[src/rtl/irq_ctrl.sv]
// -----------------------------------------------------------------------------
// irq_ctrl - prioritised interrupt controller for the j1 core.
//
// Latches edges on up to NSRC asynchronous interrupt sources into a pending
// register. It masks them with an enable register and arbitrates by fixed
// priority, with index 0 the highest. One request at a time is presented on
// interrupt_request. The request, acknowledge and end-of-interrupt steps are
// sequenced over the CPU IO bus.
//
// Register map (offset = mem_addr[3:0], block selected by mem_addr[15:4]):
//   0 PEND    R: pending bits, W: write-1-to-clear
//   2 ENABLE  R/W: source mask
//   4 VECTOR  R: {valid, 11'b0, index}; a valid read while requesting is the ack
//   6 EOI     W: any write ends service
//   8 LEVEL   R/W: per-source level sensitivity (only with IRQ_LEVEL_EN)
//
// Optional feature: define IRQ_LEVEL_EN to add the LEVEL register.
//
// Ports:
//   clk               system clock
//   resetq            asynchronous active-low reset
//   irq_src           raw interrupt sources, asynchronous to clk
//   io_rd, io_wr      one-cycle CPU IO strobes
//   mem_addr, dout    CPU IO address and write data
//   io_din            registered read data, 0 after a read to another block
//   interrupt_request level request to the core, high while requesting
// -----------------------------------------------------------------------------
module irq_ctrl #(
    parameter int unsigned NSRC = 8,
    parameter logic [15:0] BASE = 16'h0100
) (
    input  logic            clk,
    input  logic            resetq,
    input  logic [NSRC-1:0] irq_src,
    input  logic            io_rd,
    input  logic            io_wr,
    input  logic [15:0]     mem_addr,
    input  logic [15:0]     dout,
    output logic [15:0]     io_din,
    output logic            interrupt_request
);

    typedef enum logic [1:0] {StIdle, StReq, StSvc} state_e;

    localparam logic [3:0] OffPend   = 4'h0;
    localparam logic [3:0] OffEnable = 4'h2;
    localparam logic [3:0] OffVector = 4'h4;
    localparam logic [3:0] OffEoi    = 4'h6;
`ifdef IRQ_LEVEL_EN
    localparam logic [3:0] OffLevel  = 4'h8;
`endif

    logic [NSRC-1:0] r_sync1, r_sync2, r_prev;
    logic [NSRC-1:0] r_pend, r_enable;
`ifdef IRQ_LEVEL_EN
    logic [NSRC-1:0] r_level;
`endif
    state_e          r_state;
    logic [3:0]      r_isr;
    logic [15:0]     r_din;
    logic            r_irq;

    logic            w_hit, w_rd, w_wr;
    logic [3:0]      w_off;
    logic [NSRC-1:0] w_rise, w_act, w_low, w_pend_next;
    logic            w_valid, w_ack, w_eoi;
    logic [3:0]      w_idx;
    logic [15:0]     w_vector, w_rdata;
    state_e          w_state_next;
    logic            w_unused;

    assign w_hit = (mem_addr[15:4] == BASE[15:4]);
    assign w_off = mem_addr[3:0];
    assign w_rd  = io_rd & w_hit;
    assign w_wr  = io_wr & w_hit;

    // Rising edge of the synchronised input.
    assign w_rise = r_sync2 & ~r_prev;

    assign w_act   = r_pend & r_enable;
    assign w_valid = |w_act;

    // Lowest-numbered active source wins; w_low is its one-hot form.
    always_comb begin
        w_idx = 4'h0;
        w_low = '0;
        for (int i = int'(NSRC) - 1; i >= 0; i--) begin
            if (w_act[i]) begin
                w_idx    = 4'(i);
                w_low    = '0;
                w_low[i] = 1'b1;
            end
        end
    end

    assign w_vector = {w_valid, 11'b0, w_idx};
    assign w_ack    = w_rd && (w_off == OffVector) && (r_state == StReq) && w_valid;
    assign w_eoi    = w_wr && (w_off == OffEoi);

    // Clears are applied first so a same-cycle edge always wins.
    always_comb begin
        w_pend_next = r_pend;
        if (w_wr && (w_off == OffPend)) begin
            w_pend_next = w_pend_next & ~dout[NSRC-1:0];
        end
        if (w_ack) begin
            w_pend_next = w_pend_next & ~w_low;
        end
        w_pend_next = w_pend_next | w_rise;
`ifdef IRQ_LEVEL_EN
        w_pend_next = (w_pend_next & ~r_level) | (r_sync2 & r_level);
`endif
    end

    always_comb begin
        w_rdata = 16'h0;
        case (w_off)
            OffPend:   w_rdata[NSRC-1:0] = r_pend;
            OffEnable: w_rdata[NSRC-1:0] = r_enable;
            OffVector: w_rdata           = w_vector;
`ifdef IRQ_LEVEL_EN
            OffLevel:  w_rdata[NSRC-1:0] = r_level;
`endif
            default:   w_rdata           = 16'h0;
        endcase
    end

    always_comb begin
        w_state_next = r_state;
        unique case (r_state)
            StIdle: begin
                if (w_valid) w_state_next = StReq;
            end
            StReq: begin
                if (w_ack) begin
                    w_state_next = StSvc;
                end else if (!w_valid) begin
                    w_state_next = StIdle;
                end
            end
            StSvc: begin
                if (w_eoi) w_state_next = StIdle;
            end
            default: w_state_next = StIdle;
        endcase
    end

    always_ff @(posedge clk or negedge resetq) begin
        if (!resetq) begin
            r_sync1  <= '0;
            r_sync2  <= '0;
            r_prev   <= '0;
            r_pend   <= '0;
            r_enable <= '0;
`ifdef IRQ_LEVEL_EN
            r_level  <= '0;
`endif
            r_state  <= StIdle;
            r_isr    <= 4'h0;
            r_din    <= 16'h0;
            r_irq    <= 1'b0;
        end else begin
            r_sync1 <= irq_src;
            r_sync2 <= r_sync1;
            r_prev  <= r_sync2;
            r_pend  <= w_pend_next;
            r_state <= w_state_next;
            // Registered copy of the state decode so the request is glitch-free.
            r_irq   <= (w_state_next == StReq);
            if (w_wr && (w_off == OffEnable)) begin
                r_enable <= dout[NSRC-1:0];
            end
`ifdef IRQ_LEVEL_EN
            if (w_wr && (w_off == OffLevel)) begin
                r_level <= dout[NSRC-1:0];
            end
`endif
            if (w_ack) begin
                r_isr <= w_idx;
            end
            if (io_rd) begin
                r_din <= w_hit ? w_rdata : 16'h0;
            end
        end
    end

    assign io_din            = r_din;
    assign interrupt_request = r_irq;

    // Upper write-data bits and the in-service index have no reader here.
    assign w_unused = ^{dout, r_isr};

endmodule

[config.mk]
export PLATFORM = sky130hd
export DESIGN_NAME = irq_ctrl
export DESIGN_NICKNAME = d
export VERILOG_FILES = /design/src/rtl/irq_ctrl.sv
export SDC_FILE = /design/constraint.sdc
export NUM_CORES = 1
export LEC_CHECK = 0
export ABC_AREA = 1
export CORE_UTILIZATION = 25
export DETAILED_ROUTE_END_ITERATION = 8
export HOLD_SLACK_MARGIN = 0.12
export SETUP_SLACK_MARGIN = 0.2
export SLEW_MARGIN = 20
export SYNTH_ARGS = -nofsm -noshare
export SYNTH_HDL_FRONTEND = slang
export SYNTH_SLANG_ARGS = --single-unit
[constraint.sdc]
create_clock -name clk -period 1.49 [get_ports clk]
set_clock_uncertainty 0.15 [all_clocks]
set_input_delay 0.298 -clock clk [delete_from_list [all_inputs] [get_ports clk]]
set_output_delay 0.298 -clock clk [all_outputs]
set_load 0.03 [all_outputs]
After elaboration in Yosys (flattened, before gate mapping)
Index checks and enable logic that the tools add are counted.

operators by class
  eq/ne operators = 7
  multiplexer cells = 26
  bitwise gates (word level) = 10
  reduce and logical (&&, ||, !) cells = 9

operators with widths
  operator               number
  $mux W8                11
  $and A8 B8 Y8          4
  $mux W4                7
  $not A8 Y8             3
  $pmux W8 S3            1
  $mux W16               1
  $eq A12 B5 Y1 const B  1
  $eq A4 B3 Y1 const B   2
  $mux W2                4
  $or A8 B8 Y8           1
  $reduce_or A8 Y1       1
  $logic_and A1 B1 Y1    6
  $pmux W2 S3            1
  $eq A2 B1 Y1 const B   2
  $eq A4 B2 Y1 const B   1
  $logic_not A4 Y1       1
  $mux W3                1
  $and A1 B1 Y1          2
  $eq A2 B2 Y1 const B   1
  $logic_not A2 Y1       1

word-level totals
  bits in registers = 59
  input bits = 44
  output and inout port bits = 17
  word-level logic and storage cells = 60

Depth between registers and ports, before layout
  depth in word-level cells = 13
  mapped depth = 10
  mapped depth without buffers = 10

Worst setup path after synthesis
No wires, ideal clock.

  path type = input-to-reg
  from = input mem_addr[15]
  to = register r_pend[1]
  library setup time = 0.116 ns
  data arrival time = 1.161 ns
  required time = 1.224 ns
  path slack = 0.063 ns
  stages = 9
  path through = nor2_1 nand2_2 nor2_4 nand3_2 nor2_2 buf_6 nand3_1 nand2_1 nand2_1

on the way
  cells in the longest elaborated chain, start to end = 7
  elaborated cells between the ends (all ways) = 11

RTL lines
  element                                               line     source
  from (decl)                                           37       input logic [15:0] mem_addr,
  $eq A12 B5 Y1 *                                       72       assign w_hit = (mem_addr[15:4] == BASE[15:4]);
  $and A1 B1 Y1 (on tied branches)                      75, 74
  $logic_and A1 B1 Y1 (on tied branches)                103, 97
  $mux W8 or $logic_and A1 B1 Y1 (tied branches)        103, 97
  $and A8 B8 Y8 or $logic_and A1 B1 Y1 (tied branches)  107, 97
  $mux W8 *                                             106      if (w_ack) begin
  $or A8 B8 Y8 *                                        109      w_pend_next = w_pend_next | w_rise;
  net w_pend_next[1]                                    65       logic [NSRC-1:0] w_rise, w_act, w_low, w_pend_next;
  to (signal assigned)                                  166      r_pend <= w_pend_next;
  to (decl)                                             54       logic [NSRC-1:0] r_pend, r_enable;

Mark *: on every way through the listed nets, which the timed path passes. The rest lies on a longest branch.
A chain may end at the register's enable or synchronous reset.

Final worst setup path
  from = register r_enable[3]
  to = register r_pend[6]

on the way
  cells in the longest elaborated chain, start to end = 9
  elaborated cells between the ends (all ways) = 11

RTL lines
  element                 line  source
  from (decl)             54
  from (signal assigned)  171   r_enable <= dout[NSRC-1:0];
  $and A8 B8 Y8 *         80    assign w_act = r_pend & r_enable;
  $mux W8 (4 in series)   88    if (w_act[i]) begin
  $not A8 Y8              107   w_pend_next = w_pend_next & ~w_low;
  $and A8 B8 Y8           107
  $mux W8 *               106
  $or A8 B8 Y8 *          109
  net w_pend_next[6]      65

Marked as above.

==> impl_metrics.env <==
export IMPL_finalCriticalPeriod_ns=1.49
export IMPL_yosys_area_share_simple=0.297
export IMPL_path_depth=10
export IMPL_synth_top_family_by_area="simple AND/OR/NAND/NOR gates"
export IMPL_wl_per_cell_microns=12.3
export IMPL_portBuffers=45
export IMPL_die_y_microns=100
export IMPL_r2r_slack_ns=0.003
export IMPL_hp_class="reg2reg"
export IMPL_cts_tree="yes"
export IMPL_vias_per_cell=4.23
export IMPL_dr_pass1_iters=4
export IMPL_startpoint="r_enable[3]"
export IMPL_finalMaxSlewViolations=0
export IMPL_drc=0
export IMPL_final_layout_size_suffix_gt1_frac=0.463
export IMPL_dieWidth_microns=100
export IMPL_placed_cells=499
export IMPL_gr_total_overflow=0
export IMPL_cts_buffers=5
export IMPL_crit_type="reg2reg"
export IMPL_netlist_instances=297
export IMPL_timing_rr_end="r_pend[6]"
export IMPL_initialDrtViolationCount=87
export IMPL_hold_depth=0
export IMPL_place_congestion=0.831
export IMPL_grt_max_degree=53
export IMPL_hold_viol=0
export IMPL_hpwl_mm=4.17
export IMPL_clk_path_buf_depth=2
export IMPL_crit_fanout=5
export IMPL_wl_mm=6.54
export IMPL_setup_tns_ns=0
export IMPL_n_antenna_cell=0
export IMPL_power_static_leakage_nw=2.07
export IMPL_crit_slowest_cell="dfrtp_1"
export IMPL_power_density_nw_per_um2=644
export IMPL_maxCapViolations=0
export IMPL_ys_ff_latch=52
export IMPL_post_route_period_util=0.998
export IMPL_synthesis_area_sq_um=2420
export IMPL_vias=2246
export IMPL_pre_cts_ws_ns=-0.559
export IMPL_start_util=0.260
export IMPL_grt_pass1_vias=2354
export IMPL_worstPathCellList="nand2_2, nand2_4, nor2_4, nand2_2, nand2_4, nor2_4, clkbuf_16, nand3_2, nand2_1, nand2_1"
export IMPL_cts_sinks=52
export IMPL_muxShareOfSynthArea=0
export IMPL_required_ns=1.54
export IMPL_clk_pin_slew_ns=0.09
export IMPL_endpoint_kind="register"
export IMPL_cp_top_family="simple AND/OR/NAND/NOR gates"
export IMPL_worst_slack_ns=0.00324
export IMPL_synth_fa_ha_area_frac=0
export IMPL_reg2reg_depth=10
export IMPL_rsz0062_at_grt="true"
export IMPL_fmax_mhz=673
export IMPL_crit_path_start_kind="register"
export IMPL_endpoint="r_pend[6]"
export IMPL_avgSynthCellArea_sq_um=8.13
export IMPL_hold_slack_ns=0.204
export IMPL_nets=445
export IMPL_worst_skew_pair_late_latency_ns=0.31
export IMPL_rows=35
export IMPL_antenna_found_initial=0
export IMPL_core_area_sq_um=9280
export IMPL_arrival_ns=1.54
export IMPL_ir_worst_vdd_mv=0.376
export IMPL_areaGrowthSynthToFinish_pct=66.7
export IMPL_postRouteAntennaNets=0
export IMPL_cts_htree_levels=2
export IMPL_synth_warnings=0
export IMPL_critPathBufInv=1
export IMPL_status="completed"
export IMPL_synth_xor_area_frac=0
export IMPL_synth_cell_types=25
export IMPL_die_area_sq_um=10100
export IMPL_r2r_start="r_enable[3]"
export IMPL_grt_usage=0.137
export IMPL_final_cells=531
export IMPL_max_stage_delay_ns=0.38
export IMPL_ioPinCount=61
export IMPL_finalSetupViolCount=0
export IMPL_synth_compound_area_frac=0.0559
export IMPL_totalPowerFinal_mw=2.59
export IMPL_seq_area_frac_synth=0.539
export IMPL_grt_pass1_wl_mm=10.7
export IMPL_root_buffer="clkbuf_8"
[synth_stat cells (all sizes together)]
library cell | number | area [sq um]
o22ai | 7 | 43.8
conb | 1 | 3.75
nand4 | 9 | 71.3
nand3 | 13 | 70.1
inv | 45 | 169
nor3b | 1 | 7.51
clkinv | 1 | 3.75
o21ai | 5 | 25.0
dfrtp | 52 | 1300
nor2 | 40 | 168
buf | 11 | 85.1
a21oi | 11 | 66.3
nand2 | 99 | 387
nor3 | 2 | 15.0
[logic make-up after synthesis]
| family | after synthesis |
|---|---|
| and+or+nand+nor | 164 |
| buffers and inverters | 57 |
| DFF | 52 |
| AOI/OAI and AO/OA | 23 |
| other | 1 |
[flip-flops by register name, indices dropped and copies added, names as in the netlist]
name / count
interrupt_request: 1
io_din: 9
r_enable: 8
r_pend: 8
r_prev: 8
r_state: 2
r_sync1: 8
r_sync2: 8
[cell usage in the layout, fill, tap and decap left out, drive strengths merged]
cell,Yosys,layout
dfrtp,52,52
o21ai,5,5
nand2,99,99
clkdlybuf4s50,0,16
nand3,13,13
dlygate4sd3,0,1
buf,11,78
dlygate4sd2,0,6
nand4,9,9
a21oi,11,11
nor3b,1,1
o22ai,7,7
nor2,40,40
clkinv,1,1
nor3,2,2
clkinvlp,0,1
inv,45,45
clkbuf,0,8
conb,1,7
[how the worst min path moves through the flow]
stage	start	end	slack (ns)
after global routing	r_sync1[7]	r_sync2[7]	0.22
final	r_sync1[6]	r_sync2[6]	0.20
after detailed placement	resetq	r_sync1[4]	0.17
after global placement	resetq	r_sync1[4]	0.16
after CTS	r_sync1[6]	r_sync2[6]	0.21
after floorplan	resetq	interrupt_request	-0.15
[routing by layer]
layer / vias to the layer above / wire [microns] / GRT usage
li1: 1114 / - / -
met1: 1038 / 2820 / 0.168
met2: 75 / 3230 / 0.234
met3: 19 / 348 / 0.0286
met4: 0 / 139 / 0.0569
met5: - / 0 / 0
[where the power goes]
part | switching [mW] | internal, mW | total [mW]
clock | 0.473 | 0.379 | 0.851
combinational | 0.160 | 0.131 | 0.291
sequential | 0.0100 | 1.44 | 1.45
total | 0.643 | 1.95 | 2.59
[stage by stage]
stage / cell area [sq um] / utilization
floorplan: 2560 / -
CTS: 3780 / 0.408
detailed placement: 3350 / 0.361
global placement: 3350 / 0.361
finish: 4030 / 0.434
global route: 4030 / 0.434
[cell type report]
cell class	count	area [sq um]
clock buffers	7	86.3
clock inverters	1	7.51
fillers	936	5260
inverters	46	195
multi-input cells	194	1280
flip-flops and latches	52	1300
well taps	129	161
repair buffers	102	995
[what timing repair did]
item,in CTS,in global routing
buffers inserted,16,5
hold endpoints to repair,52,0
endpoints found under the setup margin,38,38
gates cloned,2,0
hold buffers,1,0
resized for setup,115,52
pin swaps,38,21
Note: power is estimated with default switching activity, not from simulation.
